### src/rtl/mac_cmd_feeder.sv
// mac_cmd_feeder: command queue and issue stage in front of the mac datapath.
// Host commands {instruction, multiplier, multiplicand, repeat} are buffered in
// a circular queue. Each command is issued for repeat+1 non-hold cycles, and NOP
// is issued when the queue is empty. hold freezes the issued command and is
// registered into stall on the same edge.
// Optional feature macro: MAC_CMD_BYPASS_EN. When it is defined, a repeat-0
// command arriving at an empty, non-held queue loads straight into the output
// registers and skips the queue.
module mac_cmd_feeder #(
    parameter int DEPTH = 4,
    parameter int AW    = 2
) (
    input  logic          clk,
    input  logic          reset,
    input  logic          in_valid,
    output logic          in_ready,
    input  logic [2:0]    in_instruction,
    input  logic [15:0]   in_multiplier,
    input  logic [15:0]   in_multiplicand,
    input  logic [3:0]    in_repeat,
    input  logic          hold,
    output logic [2:0]    instruction,
    output logic [15:0]   multiplier,
    output logic [15:0]   multiplicand,
    output logic          stall,
    output logic [AW:0]   count
);

    localparam logic [AW:0]   COUNT_FULL = (AW+1)'(DEPTH);
    localparam logic [AW:0]   COUNT_ONE  = (AW+1)'(1);
    localparam logic [AW-1:0] PTR_ONE    = AW'(1);

    // Per-edge issue decision; this is a pure function of the current state.
    typedef enum logic [1:0] {
        MODE_IDLE   = 2'd0,
        MODE_ISSUE  = 2'd1,
        MODE_HOLD   = 2'd2,
        MODE_BYPASS = 2'd3
    } mode_t;

    // Queue entry layout: {instruction[38:36], multiplier[35:20], multiplicand[19:4], repeat[3:0]}
    logic [38:0]   r_mem [DEPTH];
    logic [AW-1:0] r_wr_ptr;
    logic [AW-1:0] r_rd_ptr;
    logic [AW:0]   r_count;
    logic [3:0]    r_rep_cnt;
    logic [2:0]    r_instruction;
    logic [15:0]   r_multiplier;
    logic [15:0]   r_multiplicand;
    logic          r_stall;

    mode_t         w_mode;
    logic          w_pop;
    logic          w_bypass;
    logic          w_push;
    logic [38:0]   w_head;
    logic [38:0]   w_in_entry;
    logic [34:0]   w_out_next;
    logic [3:0]    w_rep_next;

    assign w_head     = r_mem[r_rd_ptr];
    assign w_in_entry = {in_instruction, in_multiplier, in_multiplicand, in_repeat};
    assign in_ready   = (r_count != COUNT_FULL);
    // A bypassed command is consumed by the output registers, not the queue.
    assign w_push     = in_valid && in_ready && !w_bypass;

    // Decide this edge's action: hold, idle NOP, issue head, or bypass.
    always_comb begin
        w_mode   = MODE_IDLE;
        w_pop    = 1'b0;
        w_bypass = 1'b0;
        if (hold) begin
            w_mode = MODE_HOLD;
        end else if (r_count != '0) begin
            w_mode = MODE_ISSUE;
            w_pop  = (r_rep_cnt == w_head[3:0]);
        end else begin
`ifdef MAC_CMD_BYPASS_EN
            if (in_valid && (in_repeat == 4'd0)) begin
                w_mode   = MODE_BYPASS;
                w_bypass = 1'b1;
            end else begin
                w_mode = MODE_IDLE;
            end
`else
            w_mode = MODE_IDLE;
`endif
        end
    end

    // Next values of the issued command and the head's repeat counter.
    always_comb begin
        w_out_next = {r_instruction, r_multiplier, r_multiplicand};
        w_rep_next = r_rep_cnt;
        case (w_mode)
            MODE_IDLE: begin
                w_out_next = 35'd0;
            end
            MODE_ISSUE: begin
                w_out_next = w_head[38:4];
                w_rep_next = w_pop ? 4'd0 : (r_rep_cnt + 4'd1);
            end
            MODE_BYPASS: begin
                w_out_next = {in_instruction, in_multiplier, in_multiplicand};
            end
            MODE_HOLD: begin
                w_out_next = {r_instruction, r_multiplier, r_multiplicand};
            end
            default: begin
                w_out_next = {r_instruction, r_multiplier, r_multiplicand};
            end
        endcase
    end

    // Issue registers and stall; stall tracks hold so freeze and stall align.
    always_ff @(posedge clk or posedge reset) begin
        if (reset) begin
            r_instruction  <= 3'd0;
            r_multiplier   <= 16'd0;
            r_multiplicand <= 16'd0;
            r_stall        <= 1'b0;
            r_rep_cnt      <= 4'd0;
        end else begin
            {r_instruction, r_multiplier, r_multiplicand} <= w_out_next;
            r_stall   <= hold;
            r_rep_cnt <= w_rep_next;
        end
    end

    // Queue pointers and occupancy; simultaneous push and pop leave count unchanged.
    always_ff @(posedge clk or posedge reset) begin
        if (reset) begin
            r_wr_ptr <= '0;
            r_rd_ptr <= '0;
            r_count  <= '0;
        end else begin
            if (w_push) begin
                r_wr_ptr <= r_wr_ptr + PTR_ONE;
            end
            if (w_pop) begin
                r_rd_ptr <= r_rd_ptr + PTR_ONE;
            end
            case ({w_push, w_pop})
                2'b10:   r_count <= r_count + COUNT_ONE;
                2'b01:   r_count <= r_count - COUNT_ONE;
                default: r_count <= r_count;
            endcase
        end
    end

    // Queue storage; cleared on reset so discarded commands never leak out.
    always_ff @(posedge clk or posedge reset) begin
        if (reset) begin
            for (int i = 0; i < DEPTH; i++) begin
                r_mem[i] <= 39'd0;
            end
        end else begin
            if (w_push) begin
                r_mem[r_wr_ptr] <= w_in_entry;
            end
        end
    end

    assign instruction  = r_instruction;
    assign multiplier   = r_multiplier;
    assign multiplicand = r_multiplicand;
    assign stall        = r_stall;
    assign count        = r_count;

endmodule

### config.mk
export PLATFORM = sky130hd
export DESIGN_NAME = mac_cmd_feeder
export DESIGN_NICKNAME = d
export VERILOG_FILES = /design/src/rtl/mac_cmd_feeder.sv
export SDC_FILE = /design/constraint.sdc
export NUM_CORES = 1
export LEC_CHECK = 0
export ABC_AREA = 1
export CORE_MARGIN = 10
export CORE_UTILIZATION = 58
export DETAILED_ROUTE_END_ITERATION = 10
export PLACE_DENSITY_LB_ADDON = 0.1
export SLEW_MARGIN = 10
export SYNTH_ARGS = -nofsm -noshare
export SYNTH_HDL_FRONTEND = slang
export SYNTH_SLANG_ARGS = --single-unit
### constraint.sdc
create_clock -name clk -period 8 [get_ports clk]
set_input_delay 0.8 -clock clk [delete_from_list [all_inputs] [get_ports clk]]
set_output_delay 0.8 -clock clk [all_outputs]
set_load 0.05 [all_outputs]
# Word level (Yosys, flattened, before mapping)
# Index checks and enable logic that the tools add are counted.
dict set report classes {
  n_reduce_logical 5
  addsub 5
  eq_ne 7
  bitwise 2
  mux 13
  magnitude_cmp 3
}
# operator count
set op_table {}
lappend op_table {{bitwise mux 156 bit} 1}
lappend op_table {{two-way mux 39 bit} 3}
lappend op_table {{one-hot mux 35 bit (3 select lines)} 1}
lappend op_table {{binary-select mux 39 bit (select 2 bit)} 1}
lappend op_table {{demux 39 bit (select 2 bit)} 1}
lappend op_table {{equality test 2 bit (second input constant)} 3}
lappend op_table {{>= comparator 3 bit (second input constant)} 2}
lappend op_table {{NOT 2 -> 3 bit} 2}
lappend op_table {{one-hot mux 3 bit (2 select lines)} 1}
lappend op_table {{adder 2 x 1 -> 2 bit (second input constant)} 2}
lappend op_table {{adder 4 x 1 -> 4 bit (second input constant)} 1}
lappend op_table {{equality test 2 x 1 -> 1 bit (second input constant)} 2}
lappend op_table {{equality test 4 bit} 1}
lappend op_table {{two-way mux 4 bit} 1}
lappend op_table {{adder 3 x 1 -> 3 bit (second input constant)} 1}
lappend op_table {{less-than comparator 3 x 1 -> 1 bit (second input constant)} 1}
lappend op_table {{two-way mux 1 bit} 3}
lappend op_table {{!= test 3 bit (second input constant)} 1}
lappend op_table {{nonzero test 3 bit} 1}
lappend op_table {{subtractor 3 x 1 -> 3 bit (second input constant)} 1}
lappend op_table {{logical AND 1 bit} 2}
lappend op_table {{zero test 2 bit} 1}
lappend op_table {{two-way mux 2 bit} 1}
lappend op_table {{nonzero test 2 bit} 1}
dict set report totals {
  inputBits 43
  word_cells 47
  regBits 203
  output_inout_bits 40
}

# Longest topological paths before layout
# Gate-level depths: netlist of run 1.
dict set report logic_depth {
  ltp_word 9
  ltp_mapped 17
  mapped_depth_nobuf 15
}

# Worst setup path before layout of run 1
# No wires, ideal clock.
dict set report synth_path {
  kind {input port to flip-flop}
  start {in hold}
  end {reg r_count[2] (netlist: count[2])}
  required_ps 7869
  t_arrival_ps 2360
  setup_ps 131
  cell_stages 10
  setup_slack_ps 5509
  n_path_buf 1
  path_cell_list {clkbuf_1 a31oi_2 nand3_2 inv_1 ha_1 inv_1 fa_1 a21oi_1 o21ai_0 xor2_1}
}
dict set report synth_between {
  elab_chain_cells 3
  elab_cells_between_ends 5
  cone_classes {eq/ne: 2; mux: 2; reduce/logical: 1}
}
# element line_no
set synth_lines {}
lappend synth_lines {{start: declaration} 21} ;# input logic hold,
lappend synth_lines {{two-way mux 1 bit (*)} 72} ;# if (hold) begin
lappend synth_lines {{equality test 2 x 1 -> 1 bit / equality test 2 bit (equally long branches)} 143} ;# case ({w_push, w_pop})
lappend synth_lines {{one-hot mux 3 bit (2 select lines) / nonzero test 2 bit (equally long branches)} --}
lappend synth_lines {{end signal: assignment} 144} ;# 2'b10: r_count <= r_count + COUNT_ONE;
lappend synth_lines {{end signal: assignment} 145} ;# 2'b01: r_count <= r_count - COUNT_ONE;
lappend synth_lines {{end signal: assignment} 146} ;# default: r_count <= r_count;
lappend synth_lines {{end: declaration} 45} ;# logic [AW:0] r_count;
# Every way passes the cells marked *; elsewhere a longest branch is shown, timed or not.
# A chain may end at the register's enable or synchronous reset.

# Final worst setup path of run 1
dict set report layout_path {
  start {reg r_rd_ptr[0]}
  end {reg r_count[2] (netlist: count[2])}
}
dict set report layout_between {
  elab_chain_cells 9
  elab_cells_between_ends 11
  cone_classes {eq/ne: 3; mux: 6; bitwise: 1; reduce/logical: 1}
}
# element line_no
set layout_lines {}
lappend layout_lines {{start: declaration} 44} ;# logic [AW-1:0] r_rd_ptr;
lappend layout_lines {{start signal: assignment} 141} ;# r_rd_ptr <= r_rd_ptr + PTR_ONE;
lappend layout_lines {{NOT 2 -> 3 bit (implied by the code) (*)} 61} ;# assign w_head = r_mem[r_rd_ptr];
lappend layout_lines {{binary-select mux 39 bit (select 2 bit) (*)} 61}
lappend layout_lines {{two-way mux 39 bit (implied by the code) (*) (2 in series)} 61}
lappend layout_lines {{equality test 4 bit (*)} 76} ;# w_pop = (r_rep_cnt == w_head[3:0]);
lappend layout_lines {{two-way mux 1 bit (*)} 74} ;# end else if (r_count != '0) begin
lappend layout_lines {{two-way mux 1 bit (*)} 72}
lappend layout_lines {{equality test 2 x 1 -> 1 bit / equality test 2 bit (equally long branches)} 143}
lappend layout_lines {{one-hot mux 3 bit (2 select lines) / nonzero test 2 bit (equally long branches)} --}
# Every way passes the cells marked *; elsewhere a longest branch is shown, timed or not. The select of a mux whose other input is x is not followed.

==> impl_results.rst, run 1 <==
.. list-table::
   :header-rows: 1

   * - Metric
     - Value
   * - Slew HR
     - between 20% and 30%
   * - WP buf/inv
     - 3
   * - Starting density of the core
     - between 50% and 60%
   * - Fmax achieved
     - 0.265 GHz
   * - Overall track demand over capacity in global routing
     - a little under a fifth
   * - Number of setup buffers added after CTS
     - 0
   * - Util after Layout
     - ~69%
   * - Height of the die
     - about 150 µm
   * - Fraction of layout instances using a drive strength above 1
     - between 20% and 30%
   * - WHS
     - 491 ps
   * - Outcome
     - completed
   * - ANT cells
     - 0
   * - Slew at the pin closest to its max-slew limit
     - around 1200 ps
   * - GPL Wtd Cong
     - about 0.82
   * - Skew final
     - 9.57 ps
   * - Worst vdd ir
     - 0.000241 V
   * - Yosys reg bits
     - about 200
   * - Number of enable flip-flop cells after synthesis
     - 0
   * - Critical-path cell with the highest stage delay
     - dfrtp_4
   * - Count of fill cells added during filler insertion
     - roughly 1.1k
   * - Class of the most critical setup path
     - register to register
   * - Arrival time at the worst endpoint
     - about 4200 ps
   * - Layout Cells excl Fill
     - 1085
   * - Remaining global-route overflow
     - 0
   * - Post-synthesis cell count
     - approximately 800
   * - Residual DRC
     - 0
   * - Wire length of the first global-routing pass
     - around 33000 µm
   * - # IOs
     - 83
   * - Post-route fraction of the period consumed by the critical path
     - between 40% and 50%
   * - Number of max-capacitance violations reported
     - 0
   * - Clock slew at the register clock pins of the worst setup and hold paths
     - 60 ps
   * - Die X
     - ~150 µm
   * - CTS-repair resized insts
     - 0
   * - Sequence of cells on the critical path
     - inv_4, nand2_1, nand3_1, nand3_1, nand2_1, nor2_2, nand3_2, inv_1, ha_1, inv_1, fa_1, a21oi_1, o21ai_0, xor2_1
   * - Per-cell via count in the routed design
     - 5.73
   * - Number of warnings reported in the yosys synthesis log
     - 0
   * - Total nets after synthesis
     - 851
   * - Main flop type after synthesis
     - dfrtp_1
   * - Footprint of the flip-flops and latches
     - 5080 µm²
   * - Total negative slack for setup checks
     - 0 ps
   * - Syn-to-layout area delta
     - 16.8%
   * - Later-pin clock latency in the skew report
     - roughly 500 ps
   * - Cell class contributing the biggest share of worst-path delay
     - flip-flops
   * - Num CTS Buffers
     - 22
   * - Clock buffer depth
     - 3
   * - HP Class
     - register to register
   * - Slew Viols, Final
     - 0
   * - Initial antenna violation count
     - 0
   * - Leak pwr
     - around 4.7 nW
   * - Area of the die
     - approximately 21000 µm²
   * - Remaining antenna violation count
     - 0
   * - Maximum number of pins on one net before global-route repair
     - roughly 140
   * - Crit path largest cell delay
     - about 1200 ps
   * - Number of setup violations in the final report
     - 0
   * - Core outline area
     - 15300 µm²
   * - Post-synth design cell area
     - 9100 µm²
   * - Synthesized area divided by synthesized cell count
     - around 11 µm²
   * - Clock tree from TritonCTS
     - done
   * - Final critical-path required period
     - approximately 3800 ps
   * - Kind of start point of the critical path
     - register
   * - Placed instance count
     - roughly 1.0k
   * - Std-Cell Rows
     - 45
   * - Routed WL
     - between 20000 and 25000 µm
   * - Initial DRT Pass Iterations
     - 5
   * - Number of nets in the layout
     - a little over 900
   * - CP required
     - 8380 ps
   * - Total power divided by cell area
     - between 400 and 500 nW/µm²
   * - Count of unique library cells instantiated by Yosys
     - 30
   * - Port Buffer Count
     - between 80 and 90
   * - Share of flip-flops with an asynchronous set or reset after synthesis
     - between 90% and 100%
   * - Unrepaired setup endpoints after global routing
     - no
   * - Sinks on the clock net
     - between 200 and 250
   * - Average detailed-routed wire length per instance
     - 18.5 µm
   * - Total half-perimeter wirelength after legalization and detailed placement
     - 11900 µm
   * - Vias in the first global route
     - roughly 6.5k
   * - Top fanout value on the critical path
     - ~120
   * - CP endpoint kind
     - register
   * - Hold violation total from the final report
     - 0
   * - Clock tree root buffer cell
     - clkbuf_16
   * - H-tree depth
     - 1
   * - Number of DRC markers in iteration 0
     - around 470
   * - Part of the Yosys area used for sequential elements
     - 55.8%
   * - Count of vias placed by the detailed router
     - 6219
   * - Hold-fix buffers, CTS
     - 0
   * - Area of the multi-input gates
     - 3470 µm²
power by group:
group,switching [W],internal (W),total (W)
clock,0.000395,0.000612,0.00101
combinational,0.00106,0.000853,0.00191
sequential,0.000355,0.00154,0.00190
layout by cell type (no fill, tap or decap):
cell / instances
clkbuf_8: 6
dfrtp_1: 202
a32o_1: 35
inv_4: 1
nand4_1: 2
a21oi_1: 37
nor2_1: 1
ha_1: 6
nand3b_1: 1
buf_4: 7
clkinv_2: 2
a31oi_4: 1
buf_2: 1
xnor2_1: 1
inv_8: 1
nand3_1: 48
dfrtp_4: 1
nand2_1: 147
fa_1: 1
inv_6: 1
nand3_4: 1
o21ai_0: 72
nand3_2: 1
inv_2: 3
clkdlybuf4s50_1: 81
nor2_2: 1
nand2_8: 1
clkbuf_1: 5
xor2_1: 5
nor2_4: 5
nor3_1: 1
mux2_4: 30
mux2_2: 91
inv_1: 51
clkbuf_16: 23
bufinv_16: 1
final cells by class:
cell class                 count  share of cell area [%]
timing repair buffer          89                    8.17
multi-input combinational    488                    32.6
clock buffer                  34                    6.37
tap                          211                    2.48
clock inverter                 4                   0.459
sequential                   203                    47.8
inverter                      56                    2.07
Yosys cell counts, types with 6 or more instances:
cell type | instances | area (µm²)
a21oi_1 | 37 | 185
nand2_1 | 147 | 552
buf_2 | 22 | 110
a32o_1 | 35 | 350
ha_1 | 6 | 75.1
buf_4 | 11 | 82.6
mux2_2 | 91 | 1020
clkbuf_1 | 11 | 41.3
buf_6 | 7 | 78.8
nand3_1 | 48 | 240
mux2_4 | 30 | 450
o21ai_0 | 72 | 360
inv_1 | 52 | 195
dfrtp_1 | 203 | 5080
per-stage QoR:
step / power [W] / cell area [µm²] / worst slack, ps
final: 0.00481 / 10600 / 4220
after global routing: 0.00512 / 10600 / 3940
after CTS: 0.00486 / 10600 / 4310
after detailed placement: 0.00383 / 9910 / 4330
after floorplan: 0.00333 / 9100 / 1660
after global placement: 0.00374 / 9910 / 4420
cells by family (layout without fill, tap and decap cells):
family | Yosys count | in the layout | share of synthesized area (%)
muxes | 121 | 121 | 16.2
xor gates and xnor gates | 6 | 6 | 0.577
AOI/OAI and AO/OA | 145 | 145 | 9.98
adders and majority gates | 7 | 7 | 1.04
buffers and inverters | 110 | 183 | 6.27
and+or+nand+nor | 209 | 209 | 10.1
DFF | 203 | 203 | 55.8
path summary, 6_finish.rpt:
path / from / slack [ps] / end / depth (start not counted)
max: r_rd_ptr[0] / 4220 / count[2] / 14
min: multiplicand[10] / 490 / multiplicand[10] / 1
max reg2reg: r_rd_ptr[0] / 4220 / count[2] / 14
min reg2reg: multiplicand[10] / 490 / multiplicand[10] / 1
max in group asynchronous: reset / 5660 / r_mem[101] / 3
min in group asynchronous: reset / 910 / multiplier[12] / 2
registers in the layout, indices dropped and copies added, names as in the netlist:
register      cells
stall             1
instruction       3
r_mem           156
multiplicand     16
r_rep_cnt         4
count             3
r_wr_ptr          2
r_rd_ptr          2
multiplier       16
layer usage:
metal  routed length, µm  vias up  share of wire, %  GRT usage [%]
li1                    -     2853                 -              -
met1                8660     3153                43           24.0
met2               10000      172                50           31.8
met3                1010       41               5.0           3.42
met4                 412        0               2.0           5.66
met5                   0        -                 0              0
Note: power is estimated with default switching activity, not from simulation.
==> inputs of run 2 (changes only) <==
==> constraint.sdc (replaced) <==
create_clock -name clk -period 3.5 [get_ports clk]
set_input_delay 0.35 -clock clk [delete_from_list [all_inputs] [get_ports clk]]
set_output_delay 0.35 -clock clk [all_outputs]
set_load 0.05 [all_outputs]
==> run 2 against run 1 <==
Cell count increased by 0.28%; global-route usage is 0.89 points higher; critical path depth fell by 1; combinational power rose by 140%; via count is 0.66% higher.
==> impl_results.rst, run 2 (synthesis gave the netlist of run 1 again) <==
.. list-table::
   :header-rows: 1

   * - Metric
     - Value
   * - Reg power frac
     - 38.0% (-1.4 points)
   * - Clock slew at the register clock pins of the worst setup and hold paths
     - 60 ps (about the same)
   * - Num CTS Buffers
     - 22 (unchanged)
   * - Routed WL
     - 20900 µm (+3.9%)
   * - Area of the die
     - 21100 µm² (unchanged)
   * - Start point of the critical path
     - r_rd_ptr[1]
   * - Design area
     - 10700 µm² (+0.61%)
   * - Syn-to-layout area delta
     - 17.5%
   * - Critical-path cell with the highest stage delay
     - dfrtp_1
   * - Clock buffer depth
     - 3 (unchanged)
   * - Number of DRC markers in iteration 0
     - 531 (+14%)
   * - Final critical-path required period
     - 2760 ps (-1020 ps)
   * - Total power
     - 0.0110 W (+130%)
   * - Per-cell via count in the routed design
     - 5.75 (+0.38%)
   * - Leak pwr
     - 4.74 nW (+0.46%)
   * - GPL Wtd Cong
     - 0.883 (+7.6%)
   * - Max FFs per register
     - 156 (unchanged)
   * - Slack of the worst reg-to-reg path
     - 740 ps (-3480 ps)
   * - Remaining antenna violation count
     - 0 (unchanged)
   * - Source of the worst register-to-register timing path
     - r_rd_ptr[1]
   * - Top fanout value on the critical path
     - 20 (-83%)
   * - Layout Cells excl Fill
     - 1088 (+0.28%)
   * - Worst vdd ir
     - 0.000512 V (+110%)
   * - Std-Cell Rows
     - 45 (unchanged)
   * - Port Buffer Count
     - 82 (unchanged)
   * - # IOs
     - 83 (unchanged)
   * - Count of vias placed by the detailed router
     - 6260 (+0.66%)
   * - Highest-count cells in the layout ignoring fill and taps
     - dfrtp_1 (202), nand2_1 (147), mux2_2 (91), clkdlybuf4s50_1 (81), o21ai_0 (72)
   * - Number of setup buffers added after CTS
     - 0 (unchanged)
   * - Outcome
     - completed
   * - Commonest non-fill, non-tap cell in the layout
     - dfrtp_1
   * - Placed instance count
     - 1053 (+0.57%)
   * - Arrival time at the worst endpoint
     - 3130 ps (-1030 ps)
   * - Met3 Use GR
     - 3.20% (-0.22 points)
   * - Switching power total
     - 0.00419 W (+130%)
   * - Post-route fraction of the period consumed by the critical path
     - 78.9% (+32 points)
   * - Slew HR
     - 33.5% (+13 points)
   * - CP endpoint kind
     - register
   * - Initial antenna violation count
     - 0 (unchanged)
   * - Met1 Resource Use GR
     - 26.7% (+2.7 points)
   * - Skew final
     - 23.2 ps (+13.7 ps)
   * - Average detailed-routed wire length per instance
     - 19.2 µm (+3.6%)
   * - Residual DRC
     - 0 (unchanged)
   * - Slew at the pin closest to its max-slew limit
     - 997 ps (-196 ps)
   * - Wire length of the first global-routing pass
     - 35000 µm (+4.6%)
   * - Total power divided by cell area
     - 1030 nW/µm² (+130%)
   * - Register bank with the most flops
     - r_mem
   * - Total negative slack for setup checks
     - 0 ps (unchanged)
   * - Later-pin clock latency in the skew report
     - 500 ps (about the same)
   * - Total half-perimeter wirelength after legalization and detailed placement
     - 12700 µm (+6.5%)
   * - Class of the most critical setup path
     - register to register
   * - Reg-to-reg endpoint
     - count[2]
   * - H-tree depth
     - 1 (unchanged)
   * - Sequence of cells on the critical path
     - inv_2, nand3_1, nand3_1, nand2_1, nor2_2, nand3_2, inv_1, ha_1, inv_1, fa_1, a21oi_1, o21ai_0, xor2_1
   * - Remaining global-route overflow
     - 0 (unchanged)
   * - Overall track demand over capacity in global routing
     - 19.7% (+0.89 points)
   * - Crit path largest cell delay
     - 470 ps (-730 ps)
   * - Fraction of layout instances using a drive strength above 1
     - 20.8% (+0.39 points)
   * - WHS
     - 248 ps (-243 ps)
   * - Maximum number of pins on one net before global-route repair
     - 94 (-32%)
   * - Most crowded layer after global routing
     - met2
   * - Hold-fix buffers, CTS
     - 0 (unchanged)
   * - Combinational fraction of design power
     - 42.2% (+2.5 points)
   * - M2 GR Usage
     - 32.2% (+0.34 points)
   * - Fmax achieved
     - 0.362 GHz (+37%)
   * - Unrepaired setup endpoints after global routing
     - no
   * - Number of nets in the layout
     - 916 (+0.66%)
   * - Number of max-capacitance violations reported
     - 0 (unchanged)
   * - Slew Viols, Final
     - 0 (unchanged)
   * - HP Class
     - input pin to asynchronous set/reset pin
   * - Relative contribution of the clock network to total power
     - 19.8% (-1.1 points)
   * - Height of the die
     - 145 µm (unchanged)
   * - Placed instance area
     - 10000 µm² (+1.0%)
   * - Sinks on the clock net
     - 203 (unchanged)
   * - Worst-case reg-to-reg path depth
     - 13 (-1)
   * - ANT cells
     - 0 (unchanged)
   * - Net switching share of the total power
     - 38.0% (+0.43 points)
   * - Clock tree from TritonCTS
     - done
   * - Vias in the first global route
     - 6682 (+2.5%)
   * - Die X
     - 145 µm (unchanged)
   * - Capture point of the worst path
     - count[2]
   * - Number of setup violations in the final report
     - 0 (unchanged)
   * - Cell internal power dissipation
     - 0.00684 W (+130%)
   * - Initial DRT Pass Iterations
     - 5 (unchanged)
   * - CP required
     - 3870 ps (-4510 ps)
   * - CTS-repair resized insts
     - 0 (unchanged)
   * - Kind of start point of the critical path
     - register
   * - Hold violation total from the final report
     - 0 (unchanged)
   * - Starting density of the core
     - 59.5% (unchanged)
   * - Clock tree root buffer cell
     - clkbuf_16
   * - Core outline area
     - 15300 µm² (unchanged)
-- run 2: changes by cell type in the layout (fill, tap and decap cells not counted), sizes merged --
cell / delta
bufinv: -1
clkbuf: -1
clkinvlp: +1
inv: -2
buf: +6
-- run 2: cell type report --
| cell class | count | area, µm² |
|---|---|---|
| tap | 211 | 264 |
| clock buffer | 33 | 673 |
| multi-input combinational | 488 | 3470 |
| timing repair buffer | 95 | 976 |
| fill | 1125 | 4620 |
| clock inverter | 2 | 13.8 |
| sequential | 203 | 5080 |
| inverter | 56 | 216 |
-- run 2: power by group through the flow --
stage | Sequential [W] | Clock (W) | Combinational, W
2_1_floorplan | 0.00468 | 0 | 0.00294
3_3_place_gp | 0.00415 | 0 | 0.00447
3_5_place_dp | 0.00421 | 0 | 0.00465
4_1_cts | 0.00418 | 0.00223 | 0.00468
5_1_grt | 0.00432 | 0.00233 | 0.00509
6_report | 0.00419 | 0.00219 | 0.00465
-- run 2: how the worst min path moves through the flow --
stage          slack [ps]         endpoint  cells after the start       startpoint
6_report              250   multiplier[14]                      2            reset
5_1_grt               280   multiplier[14]                      2            reset
4_1_cts               250   multiplier[14]                      2            reset
3_5_place_dp          480  multiplicand[9]                      1  multiplicand[9]
3_3_place_gp          470  multiplicand[5]                      1  multiplicand[5]
2_1_floorplan         380            stall                      0             hold
-- run 2: worst max-delay path: cells and delay by family (launching register included) --
family / cells / cell delay [ps]
adders and majority gates: 2 / 520
DFF: 1 / 470
AOI/OAI and AO/OA: 2 / 250
xor gates and xnor gates: 1 / 150
buffers and inverters: 3 / 500
and+or+nand+nor: 5 / 740
-- run 2: per-layer routing --
metal  wire, µm  up-vias
met3       1040       31
met5          0        -
li1           -     2861
met1       9160     3179
met4        308        0
met2      10400      189
-- run 2: per-stage QoR --
step	setup slack (ps)	util [%]
floorplan	520	-
global placement	954	65.4
detailed placement	809	65.4
CTS	786	69.9
global route	443	69.9
finish	739	69.9
